--- config.mk ---
export PLATFORM = sky130hd
export DESIGN_NAME = mdu_sched
export DESIGN_NICKNAME = d
export VERILOG_FILES = /design/src/rtl/mdu_pkg.sv /design/src/rtl/mdu_res_buf.sv /design/src/rtl/mdu_sched.sv
export SDC_FILE = /design/constraint.sdc
export NUM_CORES = 1
export LEC_CHECK = 0
export ABC_AREA = 1
export CAP_MARGIN = 25
export CORE_ASPECT_RATIO = 1.1
export CORE_MARGIN = 10
export CORE_UTILIZATION = 40
export DETAILED_ROUTE_END_ITERATION = 8
export GPL_TIMING_DRIVEN = 1
export HOLD_SLACK_MARGIN = 0.12
export PLACE_DENSITY = 0.75
export SYNTH_ARGS = -nofsm -noshare
export SYNTH_HDL_FRONTEND = slang
export SYNTH_SLANG_ARGS = --single-unit
--- constraint.sdc ---
create_clock -name clk -period 4.7 [get_ports clk]
set_input_delay 0.47 -clock clk [delete_from_list [all_inputs] [get_ports clk]]
set_output_delay 0.47 -clock clk [all_outputs]
set_load 0.1 [all_outputs]
--- src/rtl/mdu_pkg.sv ---
// Shared types for the multiply/divide issue scheduler: op codes, request and
// result records, and the scheduler state encoding.
package mdu_pkg;

   localparam int MDU_TAG_W = 6;

   typedef enum logic [2:0] {
      OP_MUL   = 3'd0,
      OP_MULH  = 3'd1,
      OP_MULHU = 3'd2,
      OP_RSVD  = 3'd3,
      OP_DIV   = 3'd4,
      OP_DIVU  = 3'd5,
      OP_MOD   = 3'd6,
      OP_MODU  = 3'd7
   } mdu_op_e;

   typedef struct packed {
      mdu_op_e               op;
      logic [1:0][31:0]      data;
      logic [MDU_TAG_W-1:0]  rob_id;
   } mdu_req_t;

   typedef struct packed {
      logic [31:0]           data;
      logic [MDU_TAG_W-1:0]  rob_id;
   } mdu_res_t;

   typedef enum logic [1:0] {
      S_IDLE,
      S_MUL,
      S_DIV_RUN,
      S_DIV_HOLD
   } sched_state_e;

   // Bit 2 of the op code selects the divider; everything else is a multiply.
   function automatic logic is_div_op(input logic [2:0] op);
      return op[2];
   endfunction

endpackage

--- src/rtl/mdu_res_buf.sv ---
// Small synchronous FIFO holding multiplier results until the output drains them.
// DEPTH may be any value >= 1; pointers wrap by explicit compare.
module mdu_res_buf #(
   parameter int DEPTH = 3,
   parameter int W = 32,
   localparam int CW = $clog2(DEPTH + 1)
) (
   input  logic          clk,
   input  logic          rst_n,
   input  logic          clear,
   input  logic          push,
   input  logic [W-1:0]  push_data,
   input  logic          pop,
   output logic [W-1:0]  pop_data,
   output logic          empty,
   output logic [CW-1:0] count
);

   localparam int PW = (DEPTH > 1) ? $clog2(DEPTH) : 1;

   logic [W-1:0]  mem [DEPTH];
   logic [PW-1:0] wr_ptr;
   logic [PW-1:0] rd_ptr;

   function automatic logic [PW-1:0] ptr_inc(input logic [PW-1:0] p);
      return (p == PW'(DEPTH - 1)) ? '0 : p + PW'(1);
   endfunction

   always_ff @(posedge clk) begin
      if (!rst_n || clear) begin
         wr_ptr <= '0;
         rd_ptr <= '0;
         count  <= '0;
      end else begin
         if (push) wr_ptr <= ptr_inc(wr_ptr);
         if (pop)  rd_ptr <= ptr_inc(rd_ptr);
         if (push && !pop)      count <= count + CW'(1);
         else if (!push && pop) count <= count - CW'(1);
      end
   end

   always_ff @(posedge clk) begin
      if (push) mem[wr_ptr] <= push_data;
   end

   assign pop_data = mem[rd_ptr];
   assign empty    = (count == '0);

   assert property (@(posedge clk) disable iff (!rst_n || clear) push |-> (count < CW'(DEPTH)) || pop);
   assert property (@(posedge clk) disable iff (!rst_n || clear) pop |-> !empty);

endmodule

--- src/rtl/mdu_sched.sv ---
// Issue-side scheduler for the MDU: routes requests to the pipelined multiplier or
// the iterative divider and returns results in acceptance order.
module mdu_sched
   import mdu_pkg::*;
#(
   parameter int MUL_LAT    = 2,
   parameter int TAG_W      = MDU_TAG_W,
   parameter int RBUF_DEPTH = MUL_LAT + 1
) (
   input  logic                  clk,
   input  logic                  rst_n,
   input  logic                  flush,
   input  logic                  req_valid_i,
   output logic                  req_ready_o,
   input  logic [2:0]            req_op_i,
   input  logic [1:0][31:0]      req_data_i,
   input  logic [TAG_W-1:0]      req_rob_id_i,
   output logic                  mul_valid_o,
   output logic [1:0]            mul_op_o,
   output logic [31:0]           mul_a_o,
   output logic [31:0]           mul_b_o,
   input  logic [31:0]           mul_res_i,
   output logic                  div_start_o,
   output logic [1:0]            div_op_o,
   output logic [31:0]           div_a_o,
   output logic [31:0]           div_b_o,
   output logic                  div_abort_o,
   input  logic                  div_done_i,
   input  logic [31:0]           div_res_i,
   output logic                  res_valid_o,
   input  logic                  res_ready_i,
   output logic [31:0]           res_data_o,
   output logic [TAG_W-1:0]      res_rob_id_o
);

   localparam int CW = $clog2(RBUF_DEPTH + 1);

   if (TAG_W != MDU_TAG_W) begin : g_tag_w_check
      $error("mdu_sched: TAG_W must match mdu_pkg::MDU_TAG_W");
   end

   // Handshakes: a transfer happens on a cycle where valid & ready are both 1 at the
   // clock edge; valid never depends on ready, and payload is held while valid & !ready.
   sched_state_e        state, state_nxt;
   logic [CW-1:0]       credit_cnt, credit_nxt;
   mdu_req_t            req_q;
   logic [2:0]          op_bits;
   logic                mul_valid_q, div_start_q;
   logic [MUL_LAT-1:0]  tag_v;
   logic [MUL_LAT-1:0][TAG_W-1:0] tag_p;
   mdu_res_t            hold_q, buf_head, push_word, res_word;
   logic                buf_empty;
   logic [CW-1:0]       buf_count;
   logic                req_is_div, accept, mul_acc, div_acc, push, pop;
   mdu_op_e             op_in;

   assign req_is_div = is_div_op(req_op_i);
   assign op_in      = (req_op_i == OP_RSVD) ? OP_MUL : mdu_op_e'(req_op_i);

   always_comb begin
      req_ready_o = 1'b0;
      if (!flush) begin
         if (req_is_div) req_ready_o = (state == S_IDLE);
         else            req_ready_o = ((state == S_IDLE) || (state == S_MUL)) &&
                                       (credit_cnt < CW'(RBUF_DEPTH));
      end
   end

   assign accept  = req_valid_i && req_ready_o;
   assign mul_acc = accept && !req_is_div;
   assign div_acc = accept && req_is_div;
   assign push    = tag_v[MUL_LAT-1];
   assign pop     = !buf_empty && res_ready_i;

   always_comb begin
      credit_nxt = credit_cnt;
      if (mul_acc && !pop)      credit_nxt = credit_cnt + CW'(1);
      else if (!mul_acc && pop) credit_nxt = credit_cnt - CW'(1);
   end

   always_comb begin
      state_nxt = state;
      case (state)
         S_IDLE:     if (mul_acc) state_nxt = S_MUL;
                     else if (div_acc) state_nxt = S_DIV_RUN;
         S_MUL:      if (credit_nxt == '0) state_nxt = S_IDLE;
         S_DIV_RUN:  if (div_done_i) state_nxt = S_DIV_HOLD;
         S_DIV_HOLD: if (res_ready_i) state_nxt = S_IDLE;
         default:    state_nxt = S_IDLE;
      endcase
   end

   // The tag pipe is aligned so its last stage is valid in the cycle mul_res_i is.
   always_ff @(posedge clk) begin
      if (!rst_n || flush) begin
         state       <= S_IDLE;
         credit_cnt  <= '0;
         req_q       <= '0;
         mul_valid_q <= 1'b0;
         div_start_q <= 1'b0;
         tag_v       <= '0;
         tag_p       <= '0;
         hold_q      <= '0;
      end else begin
         state       <= state_nxt;
         credit_cnt  <= credit_nxt;
         mul_valid_q <= mul_acc;
         div_start_q <= div_acc;
         if (accept) begin
            req_q.op     <= op_in;
            req_q.data   <= req_data_i;
            req_q.rob_id <= req_rob_id_i;
         end
         tag_v[0] <= mul_valid_q;
         tag_p[0] <= req_q.rob_id;
         for (int i = 1; i < MUL_LAT; i++) begin
            tag_v[i] <= tag_v[i-1];
            tag_p[i] <= tag_p[i-1];
         end
         if (state == S_DIV_RUN && div_done_i) begin
            hold_q.data   <= div_res_i;
            hold_q.rob_id <= req_q.rob_id;
         end
      end
   end

   always_comb begin
      push_word        = '0;
      push_word.data   = mul_res_i;
      push_word.rob_id = tag_p[MUL_LAT-1];
   end

   mdu_res_buf #(
      .DEPTH (RBUF_DEPTH),
      .W     ($bits(mdu_res_t))
   ) u_res_buf (
      .clk       (clk),
      .rst_n     (rst_n),
      .clear     (flush),
      .push      (push),
      .push_data (push_word),
      .pop       (pop),
      .pop_data  (buf_head),
      .empty     (buf_empty),
      .count     (buf_count)
   );

   // Divide issue needs zero credits, so the buffer and the hold register never compete.
   always_comb begin
      res_word = '0;
      if (!buf_empty)                res_word = buf_head;
      else if (state == S_DIV_HOLD)  res_word = hold_q;
   end

   assign op_bits      = req_q.op;
   assign mul_valid_o  = mul_valid_q;
   assign mul_op_o     = op_bits[1:0];
   assign mul_a_o      = req_q.data[0];
   assign mul_b_o      = req_q.data[1];
   assign div_start_o  = div_start_q;
   assign div_op_o     = op_bits[1:0];
   assign div_a_o      = req_q.data[0];
   assign div_b_o      = req_q.data[1];
   assign div_abort_o  = flush && (state == S_DIV_RUN);
   assign res_valid_o  = !buf_empty || (state == S_DIV_HOLD);
   assign res_data_o   = res_word.data;
   assign res_rob_id_o = res_word.rob_id;

   assert property (@(posedge clk) disable iff (!rst_n) buf_count <= credit_cnt);
   assert property (@(posedge clk) disable iff (!rst_n) mul_valid_o |-> !op_bits[2]);

endmodule

==> impl_results.md, run 1 <==
* Critical Path Sink Type: output pin
* Max clock buf depth at 3
* Slew Viols, Final at 0
* Initial DRC count at 381
* IO Count at about 320
* Largest net degree at the start of global routing at 89
* MaxCap Viol Count at 0
* Setup bufs post-CTS at 0
* Vias at slightly below 8k
* Drt pass-1 iters at 4
* Nets at 1424
* Die height at between 150 and 200 µm
* RSZ-0062 raised after global routing: no
* Core footprint at around 0.026 mm²
* Clk Latency, worst-skew pair at 530 ps
* Clock power share at 0.423
* Setup violators final at 0
* Die Width at 176 µm
* Post-synthesis cell count at ~1.1k
* Leak at 5.05 nW
* Switching share of power at 0.240
* GPL Wtd Cong at around 0.7
* Vias in the first global route at 8011
* Total power at roughly 4.8 mW
* GRT busiest layer: met2
* Final HPWL DP at between 15000 and 20000 µm
* Fmax at between 200 and 300 MHz
* Ratio of cells with drive above 1 in the final layout at 0.0985
* Slew of the pin with the lowest slew margin at approximately 1100 ps
* Place WS at about 1400 ps
* Met1 Track Usage GR at 0.175
* WP data required at 4230 ps
* Post-Syn Area at around 0.011 mm²
* Met3 Use GR at 0.0687
* GR Util met2 at 0.279
* Post-CTS Resized at 0
* Final Instance Area at between 0.01 and 0.015 mm²
* Final period utilization at 0.809
* WP data arrival at about 3300 ps
* Area Overhead vs Synth at 31.1%
* ANT nets after route at 0
* Area taken by flip-flops and latches at 0.00619 mm²
* First-pass GRT wire length at 43400 µm
* Startpoint types: flip-flop
* Max stage delay on crit path at between 1000 and 1500 ps
* Library cells used by synthesis at 32
* Sum Neg Setup Slack at 0 ps
* Crit path cell chain: nor2_2 > nand3_2 > o21ai_0 > clkdlybuf4s50_1
* Root buffer cell: clkbuf_16
* Syn nets at between 1k and 1.5k
* CTS Buf Count at 27
* Crit path kind: flip-flop to output pin
* Footprint of the multi-input gates at 0.00283 mm²
* Flops & latches, synth at approximately 250
* Psw at between 1 and 1.5 mW
* Fin crit period at 3800 ps
* Max IR drop VDD at around 220 µV
* Cell Pwr Density at about 340 mW/mm²
* Ys Warns at 0
* Gr usage total at 0.160
* Commonest non-fill, non-tap cell in the layout: clkdlybuf4s50_1
* Total Wirelength at 28000 µm
* Combinational share of power at 0.094
* Int Pwr at around 3.6 mW
* Vias per std cell at approximately 4.7
* Post-CTS Hold Fix Bufs at 0
* Clock transition at path regs at around 60 ps
* Full die area at ~0.034 mm²
* Residual DRC at 0
* Syn_area_per_cell at 9.61 µm²
* Register area share after synthesis at 0.578
* Site Rows at between 60 and 70
* Kind of cell adding the most delay to the critical path: buffers and inverters
* Dpl cells at between 1.5k and 2k
* Grt total ovfl at 0
* CTS tree: yes
* Worst min path class: flip-flop to flip-flop
* Most frequent cells in the layout: clkdlybuf4s50_1, nand2_1, dfxtp_1
* Fin. Hold Viols at 0
* Initial antenna violation count at 2
* H-tree levels at 1
* # port buffers at between 300 and 400
* Final worst slack at roughly 900 ps
* Run status: completed
* Initial Util at 0.408
* Fill count at 2354
* Slowest cell on the critical path: clkdlybuf4s50_1
* DP Area at 0.0132 mm²
* Worst Skew at 10.2 ps
* Finished Layout Cells at 1653
* WP buf/inv at 1
* DR WL/cell at ~17 µm
* Worst slew margin at 0.282
* Sequential power share at 0.483
* Crit Path Max Fanout at 35
* Sink Count at roughly 250
[final timing paths]
check                                  startpoint                       to  slack [ps]  depth (start not counted)
setup / recovery  u_res_buf.count[1]$_SDFFE_PP0P_            res_data_o[5]         900                          4
hold / removal                tag_v[0]$_SDFF_PP0_      tag_v[1]$_SDFF_PP0_         410                          2
setup reg to reg            state[0]$_SDFFE_PP0P_  hold_q[14]$_SDFFE_PP0P_        2530                          5
hold reg to reg               tag_v[0]$_SDFF_PP0_      tag_v[1]$_SDFF_PP0_         410                          2
[worst register-to-register path: cells and delay by family, from the launching register on]
kind	cells	cell delay, ps
compound gates	1	250
buf+inv	1	490
flops	1	480
simple gates	3	850
[Yosys cell counts, drive strengths merged]
cell type	count	share of area
clkbuf	26	0.0091
o21bai	1	0.00070
inv	110	0.039
and2	1	0.00070
a21boi	1	0.00070
a21oi	77	0.043
o21a	1	0.00070
dfxtp	138	0.26
edfxtp	114	0.32
nand4	1	0.0012
clkinv	1	0.00047
nor2	109	0.039
buf	168	0.11
o21ai	42	0.020
a211oi	47	0.033
ha	2	0.0023
o221ai	36	0.029
nand2	225	0.084
nand3	7	0.0033
o22ai	2	0.0012
nand3b	1	0.00070
nor3	4	0.0019
[registers in the layout, indices dropped and copies added, names as in the netlist, 6 cells and up, named ones only]
signal         count
tag_p              6
u_res_buf.mem    114
div_b_o           32
push_word          6
div_a_o           32
req_q              6
hold_q            38
[layer usage]
metal | part of all wire | routed length, µm | up-vias
met5 | 0.00046 | 13 | -
met4 | 0.016 | 449 | 2
met3 | 0.098 | 2740 | 41
met2 | 0.50 | 14000 | 264
met1 | 0.39 | 10800 | 3636
li1 | - | - | 3878
[final cells by class]
cell class	instances	share of cell area
Clock inverter	18	0.0114
Tap cell	352	0.0314
Multi-Input combinational cell	557	0.202
Inverter	111	0.0298
Sequential cell	252	0.441
Antenna cell	1	0.000178
Clock buffer	32	0.0495
Timing Repair Buffer	330	0.235
[power by group through the flow]
stage | Clock [mW] | Sequential, mW | Combinational, mW
after global placement | 0 | 2.36 | 0.444
after floorplan | 0 | 2.36 | 0.288
after global routing | 2.19 | 2.32 | 0.475
after CTS | 2.09 | 2.32 | 0.451
after detailed placement | 0 | 2.36 | 0.449
final | 2.03 | 2.32 | 0.450
[per-stage QoR]
stage / hold WS (ps) / util
final: 407 / 0.535
after global routing: 414 / 0.535
after CTS: 406 / 0.534
after detailed placement: 402 / 0.502
after global placement: 398 / 0.501
after floorplan: 394 / -
[logic make-up after synthesis]
| group | count (synthesis) | share of synthesized area |
|---|---|---|
| AO/OA/AOI/OAI | 207 | 0.128 |
| adder cells (fa/ha/maj) | 2 | 0.00234 |
| buffers and inverters | 305 | 0.161 |
| flip-flops | 252 | 0.578 |
| AND/OR/NAND/NOR | 348 | 0.131 |
(Power assumes the default switching activity.)
==> run 2: changes to the inputs <==
==> constraint.sdc (replaced) <==
create_clock -name clk -period 3.85 [get_ports clk]
set_input_delay 0.385 -clock clk [delete_from_list [all_inputs] [get_ports clk]]
set_output_delay 0.385 -clock clk [all_outputs]
set_load 0.1 [all_outputs]
==> impl_results.md, run 2 (synthesized netlist as in run 1, its figures left out) <==
* Die height at 192 µm (unchanged)
* RSZ-0062 raised after global routing: no (unchanged)
* Critical Path Sink Type: output pin (unchanged)
* Die Width at 176 µm (unchanged)
* Max stage delay on crit path at 770 ps (was 1200 ps)
* WP buf/inv at 1 (unchanged)
* Initial Util at 0.408 (unchanged)
* Slew of the pin with the lowest slew margin at 1080 ps (was 1070 ps)
* Site Rows at 62 (unchanged)
* WP data arrival at 2880 ps (was 3330 ps)
* Total Wirelength at 28600 µm (was 28000 µm)
* Max IR drop VDD at 254 µV (was 222 µV)
* Setup violators final at 0 (unchanged)
* Crit path kind: flip-flop to output pin (unchanged)
* Largest net degree at the start of global routing at 82 (was 89)
* Drt pass-1 iters at 4 (unchanged)
* GPL Wtd Cong at 0.750 (was 0.722)
* ANT nets after route at 0 (unchanged)
* Slew Viols, Final at 0 (unchanged)
* WP data required at 3460 ps (was 4230 ps)
* Vias per std cell at 4.71 (was 4.73)
* MaxCap Viol Count at 0 (unchanged)
* Int Pwr at 4.49 mW (was 3.64 mW)
* Startpoint types: flip-flop (unchanged)
* Fmax at between 300 and 400 MHz
* Residual DRC at 0 (unchanged)
* Gr usage total at 0.161 (was 0.160)
* Kind of cell adding the most delay to the critical path: simple AND/OR/NAND/NOR gates (was buffers and inverters)
* Run status: completed (unchanged)
* Fin. Hold Viols at 0 (unchanged)
* Clk Latency, worst-skew pair at 520 ps (was 530 ps)
* Combinational share of power at 0.094 (about the same)
* Sequential power share at 0.481 (was 0.483)
* Final period utilization at 0.849
* First-pass GRT wire length at 43700 µm (was 43400 µm)
* Initial DRC count at 379 (was 381)
* # diodes at 0 (was 1)
* Slowest cell on the critical path: nand3_2 (was clkdlybuf4s50_1)
* Dpl cells at 1601 (unchanged)
* Crit path cell chain: nand3_2 > o21ai_0 > buf_4 (was nor2_2 > nand3_2 > o21ai_0 > clkdlybuf4s50_1)
* IO Count at 318 (unchanged)
* Leak at 5.11 nW (was 5.05 nW)
* Finished Layout Cells at 1651 (was 1653)
* Biggest register: u_res_buf.mem (unchanged)
* Area Overhead vs Synth at 30.5% (was 31.1%)
* Clock power share at 0.425 (was 0.423)
* Sum Neg Setup Slack at 0 ps (unchanged)
* Nets at 1424 (unchanged)
* Psw at 1.39 mW (was 1.15 mW)
* # port buffers at 317 (unchanged)
* Grt total ovfl at 0 (unchanged)
* Ratio of cells with drive above 1 in the final layout at 0.116 (was 0.0985)
* Biggest regs: u_res_buf.mem: 114 flops, hold_q: 38 flops (unchanged)
* Worst Skew at 6.19 ps (was 10.2 ps)
* Clock transition at path regs at 60 ps (about the same)
* Post-CTS Hold Fix Bufs at 0 (unchanged)
* Final HPWL DP at 19800 µm (was 19300 µm)
* Cell Pwr Density at 420 mW/mm² (was 342 mW/mm²)
* Sink Count at 252 (unchanged)
* Root buffer cell: clkbuf_16 (unchanged)
* Post-CTS Resized at 0 (unchanged)
* Max FFs per register at 114 (unchanged)
* Full die area at 0.0337 mm² (unchanged)
* Commonest non-fill, non-tap cell in the layout: clkdlybuf4s50_1 (unchanged)
* Most frequent cells in the layout: clkdlybuf4s50_1, nand2_1, dfxtp_1 (unchanged)
* Worst slew margin at 0.275 (was 0.282)
* Fin crit period at 3270 ps
* H-tree levels at 1 (unchanged)
* Initial antenna violation count at 1 (was 2)
* Setup bufs post-CTS at 0 (unchanged)
* Core footprint at 0.0262 mm² (unchanged)
* Crit Path Max Fanout at 38 (was 35)
* Switching share of power at 0.236 (was 0.240)
* Max clock buf depth at 3 (unchanged)
* Vias in the first global route at 8114 (was 8011)
* CTS tree: yes (unchanged)
* Vias at 7781 (was 7821)
* DR WL/cell at 17.3 µm (was 16.9 µm)
* Worst min path class: flip-flop to flip-flop (unchanged)
* CTS Buf Count at 27 (unchanged)
## run 2: layout make-up
| type | count | area (µm²) |
|---|---|---|
| timing repair buffer | 330 | 3240 |
| sequential | 252 | 6190 |
| tap | 352 | 440 |
| clock inverter | 15 | 129 |
| fill | 2360 | 12200 |
| clock buffer | 34 | 732 |
| multi-input combinational | 557 | 2830 |
| inverter | 111 | 418 |
## run 2: worst paths after layout
check / startpoint / to / slack (ps) / depth (start not counted)
max: state[1]$_SDFFE_PP0P_ / res_rob_id_o[0] / 580 / 3
min: tag_p[5]$_SDFF_PP0_ / push_word[5]$_SDFF_PP0_ / 410 / 2
max reg2reg: state[0]$_SDFFE_PP0P_ / state[1]$_SDFFE_PP0P_ / 1640 / 9
min reg2reg: tag_p[5]$_SDFF_PP0_ / push_word[5]$_SDFF_PP0_ / 410 / 2
## run 2: tightest hold or removal path, cell delays in order (launching register included)
cell,delay [ps]
dfxtp_1,290
inv_1,40
nor2_1,30
## run 2: per-stage QoR
stage	hold WS (ps)	power (mW)	util	setup slack, ps	cell area (µm²)
2_1_floorplan	394	3.23	-	273	10700
6_report	408	5.88	0.533	581	14000
5_1_grt	413	6.07	0.533	415	14000
4_1_cts	386	5.94	0.532	517	14000
3_3_place_gp	397	3.43	0.497	1100	13000
3_5_place_dp	401	3.44	0.499	1080	13100
## run 2: routing by layer
| layer | vias up | global-route usage | share of wire |
|---|---|---|---|
| met5 | - | 0 | 0.00063 |
| met4 | 2 | 0.0418 | 0.019 |
| met3 | 38 | 0.0599 | 0.091 |
| met2 | 264 | 0.290 | 0.50 |
| met1 | 3615 | 0.174 | 0.39 |
| li1 | 3862 | - | - |
## run 2: power groups by stage
stage          sequential [mW]  clock (mW)  combinational [mW]
6_report                  2.83        2.50               0.550
3_5_place_dp              2.89           0               0.550
3_3_place_gp              2.89           0               0.543
4_1_cts                   2.83        2.56               0.552
2_1_floorplan             2.88           0               0.352
5_1_grt                   2.83        2.66               0.580
==> run 3: changes to the inputs <==
--- a/config.mk
+++ b/config.mk
@@ -13,7 +13,7 @@
 export DETAILED_ROUTE_END_ITERATION = 8
 export GPL_TIMING_DRIVEN = 1
 export HOLD_SLACK_MARGIN = 0.12
-export PLACE_DENSITY = 0.75
+export PLACE_DENSITY = 0.77
 export SYNTH_ARGS = -nofsm -noshare
 export SYNTH_HDL_FRONTEND = slang
 export SYNTH_SLANG_ARGS = --single-unit
==> constraint.sdc (replaced) <==
create_clock -name clk -period 3 [get_ports clk]
set_input_delay 0.3 -clock clk [delete_from_list [all_inputs] [get_ports clk]]
set_output_delay 0.3 -clock clk [all_outputs]
set_load 0.1 [all_outputs]
==> impl_results.md, run 3 (synthesized netlist as in run 1, its figures left out) <==
* Vias at 7913 (was 7781)
* Initial antenna violation count at 1 (unchanged)
* Worst slew margin at 0.475 (was 0.275)
* DP Area at 0.0133 mm² (was 0.0131 mm²)
* Final Instance Area at 0.0140 mm² (about the same)
* Run status: completed (unchanged)
* Leak at 5.43 nW (was 5.11 nW)
* Reg2reg end: op_bits[1]$_SDFFE_PP0N_ (was state[1]$_SDFFE_PP0P_)
* Met3 Use GR at 0.0524 (was 0.0599)
* Critical Path Sink Type: output pin (unchanged)
* ANT nets after route at 0 (unchanged)
* GR Util met2 at 0.284 (was 0.290)
* Worst min path class: input pin to flip-flop (was flip-flop to flip-flop)
* Total Wirelength at 28200 µm (was 28600 µm)
* Place WS at 780 ps (was 1080 ps)
* Footprint of the multi-input gates at 0.00284 mm² (was 0.00283 mm²)
* Psw at 1.73 mW (was 1.39 mW)
* Reg2Reg Depth at 9 (unchanged)
* DR WL/cell at 17.0 µm (was 17.3 µm)
* Post-CTS Hold Fix Bufs at 0 (unchanged)
* Largest net degree at the start of global routing at 77 (was 82)
* # port buffers at 317 (unchanged)
* Drt pass-1 iters at 5 (was 4)
* IO Count at 318 (unchanged)
* Max IR drop VDD at 352 µV (was 254 µV)
* Final HPWL DP at 19900 µm (was 19800 µm)
* Die Width at 176 µm (unchanged)
* Fin crit period at between 2000 and 3000 ps
* Clk Latency, worst-skew pair at 530 ps (was 520 ps)
* Biggest regs: u_res_buf.mem: 114 flops, hold_q: 38 flops (unchanged)
* Int Pwr at 5.47 mW (was 4.49 mW)
* Worst min-delay path startpoint: req_data_i[41] (was tag_p[5]$_SDFF_PP0_)
* # diodes at 0 (unchanged)
* Site Rows at 62 (unchanged)
* Max clock buf depth at 3 (unchanged)
* Area Overhead vs Synth at 31.0% (was 30.5%)
* Core footprint at 0.0262 mm² (unchanged)
* Switching share of power at 0.241 (was 0.236)
* Reg2reg setup slack at 920 ps (was 1640 ps)
* Die height at 192 µm (unchanged)
* Residual DRC at 0 (unchanged)
* Sum Neg Setup Slack at 0 ps (unchanged)
* Sequential power share at 0.504 (was 0.481)
* Root buffer cell: clkbuf_16 (unchanged)
* MaxCap Viol Count at 0 (unchanged)
* Clock transition at path regs at 60 ps (about the same)
* Combinational share of power at 0.097 (was 0.094)
* Ratio of cells with drive above 1 in the final layout at 0.214 (was 0.116)
* Sink Count at 252 (unchanged)
* Fill count at 2300 (was 2360)
* Vias in the first global route at 8107 (was 8114)
* WP data required at 2700 ps (was 3460 ps)
* Initial DRC count at 399 (was 379)
* Nets at 1427 (was 1424)
* Crit Path Max Fanout at 62 (was 38)
* Cell Pwr Density at 513 mW/mm² (was 420 mW/mm²)
* RSZ-0062 raised after global routing: no (unchanged)
* Final core area utilization at 0.535 (was 0.533)
* Fmax at between 300 and 400 MHz
* Reg2reg start: state[0]$_SDFFE_PP0P_ (unchanged)
* Full die area at 0.0337 mm² (unchanged)
* CTS Buf Count at 26 (was 27)
* Hold depth at 3 (was 2)
* Grt total ovfl at 0 (unchanged)
* Gr usage total at 0.158 (was 0.161)
* Finished Layout Cells at 1653 (was 1651)
* H-tree levels at 1 (unchanged)
* Total power at 7.21 mW (was 5.88 mW)
* GPL Wtd Cong at 0.763 (was 0.750)
* Slew Viols, Final at 0 (unchanged)
* Most frequent cells in the layout: nand2_1, buf_4, clkdlybuf4s50_1 (was clkdlybuf4s50_1, nand2_1, dfxtp_1)
* Biggest register: u_res_buf.mem (unchanged)
* Startpoint types: flip-flop (unchanged)
* WP data arrival at 2200 ps (was 2880 ps)
* Hold Path End: div_b_o[9]$_SDFFE_PP0N_ (was push_word[5]$_SDFF_PP0_)
* Dpl cells at 1606 (was 1601)
* Setup bufs post-CTS at 0 (unchanged)
* Commonest non-fill, non-tap cell in the layout: nand2_1 (was clkdlybuf4s50_1)
* Hold WS at 321 ps (was 408 ps)
* Vias per std cell at 4.79 (was 4.71)
* GRT busiest layer: met2 (unchanged)
* Crit path kind: flip-flop to output pin (unchanged)
* Final worst slack at 498 ps (was 581 ps)
* Final period utilization at 0.834
* First-pass GRT wire length at 43300 µm (was 43700 µm)
* Met1 Track Usage GR at 0.179 (was 0.174)
* CTS tree: yes (unchanged)
* Post-CTS Resized at 0 (unchanged)
* Max FFs per register at 114 (unchanged)
* Clock power share at 0.400 (was 0.425)
* Slew of the pin with the lowest slew margin at 787 ps (was 1080 ps)
* Worst Skew at 19.3 ps (was 6.19 ps)
* Fin. Hold Viols at 0 (unchanged)
* Area taken by flip-flops and latches at 0.00619 mm² (unchanged)
* Initial Util at 0.408 (unchanged)
* Setup violators final at 0 (unchanged)
==> run 3: cell count changes in the layout (fill, tap and decap cells not counted), moves of 4 or more <==
cell	delta
buf_4	+101
o21ai_0	-8
o21ai_1	+8
clkinv_2	-4
clkbuf_1	+7
buf_12	+41
clkdlybuf4s50_1	-135
==> run 3: power groups by stage <==
stage | Combinational (mW) | Sequential (mW) | Clock (mW)
after CTS | 0.700 | 3.63 | 2.95
final | 0.696 | 3.63 | 2.88
after global placement | 0.689 | 3.70 | 0
after floorplan | 0.451 | 3.70 | 0
after global routing | 0.731 | 3.63 | 3.10
after detailed placement | 0.698 | 3.70 | 0
==> run 3: metal layers <==
metal	routed length (µm)	share of wire
met5	10	0.00036
met4	297	0.011
met3	2320	0.082
met2	14300	0.51
met1	11300	0.40
==> run 3: critical path, stage by stage, from the launching register on <==
cell,delay [ps]
dfxtp_1,360
inv_2,230
buf_12,290
nand2_1,90
o221ai_1,200
o21ai_0,230
buf_12,230
==> run 3: cell type report <==
| class | instances | share of cell area |
|---|---|---|
| inverters | 111 | 0.0298 |
| clock buffers | 37 | 0.0493 |
| repair buffers | 334 | 0.241 |
| flip-flops and latches | 252 | 0.441 |
| clock inverters | 10 | 0.00464 |
| well taps | 352 | 0.0314 |
| multi-input cells | 557 | 0.203 |
==> run 3: worst max path at each step <==
stage / start / endpoint / slack (ps) / cells after the start
after floorplan: u_res_buf.count[1]$_SDFFE_PP0P_ / res_data_o[10] / -330 / 5
after global placement: req_op_i[2] / op_bits[0]$_SDFFE_PP0N_ / 830 / 9
after detailed placement: req_op_i[2] / op_bits[1]$_SDFFE_PP0N_ / 780 / 9
after CTS: flip-flop / res_data_o[11] / 470 / 6
after global routing: flip-flop / res_data_o[11] / 330 / 6
final: flip-flop / res_rob_id_o[3] / 500 / 6
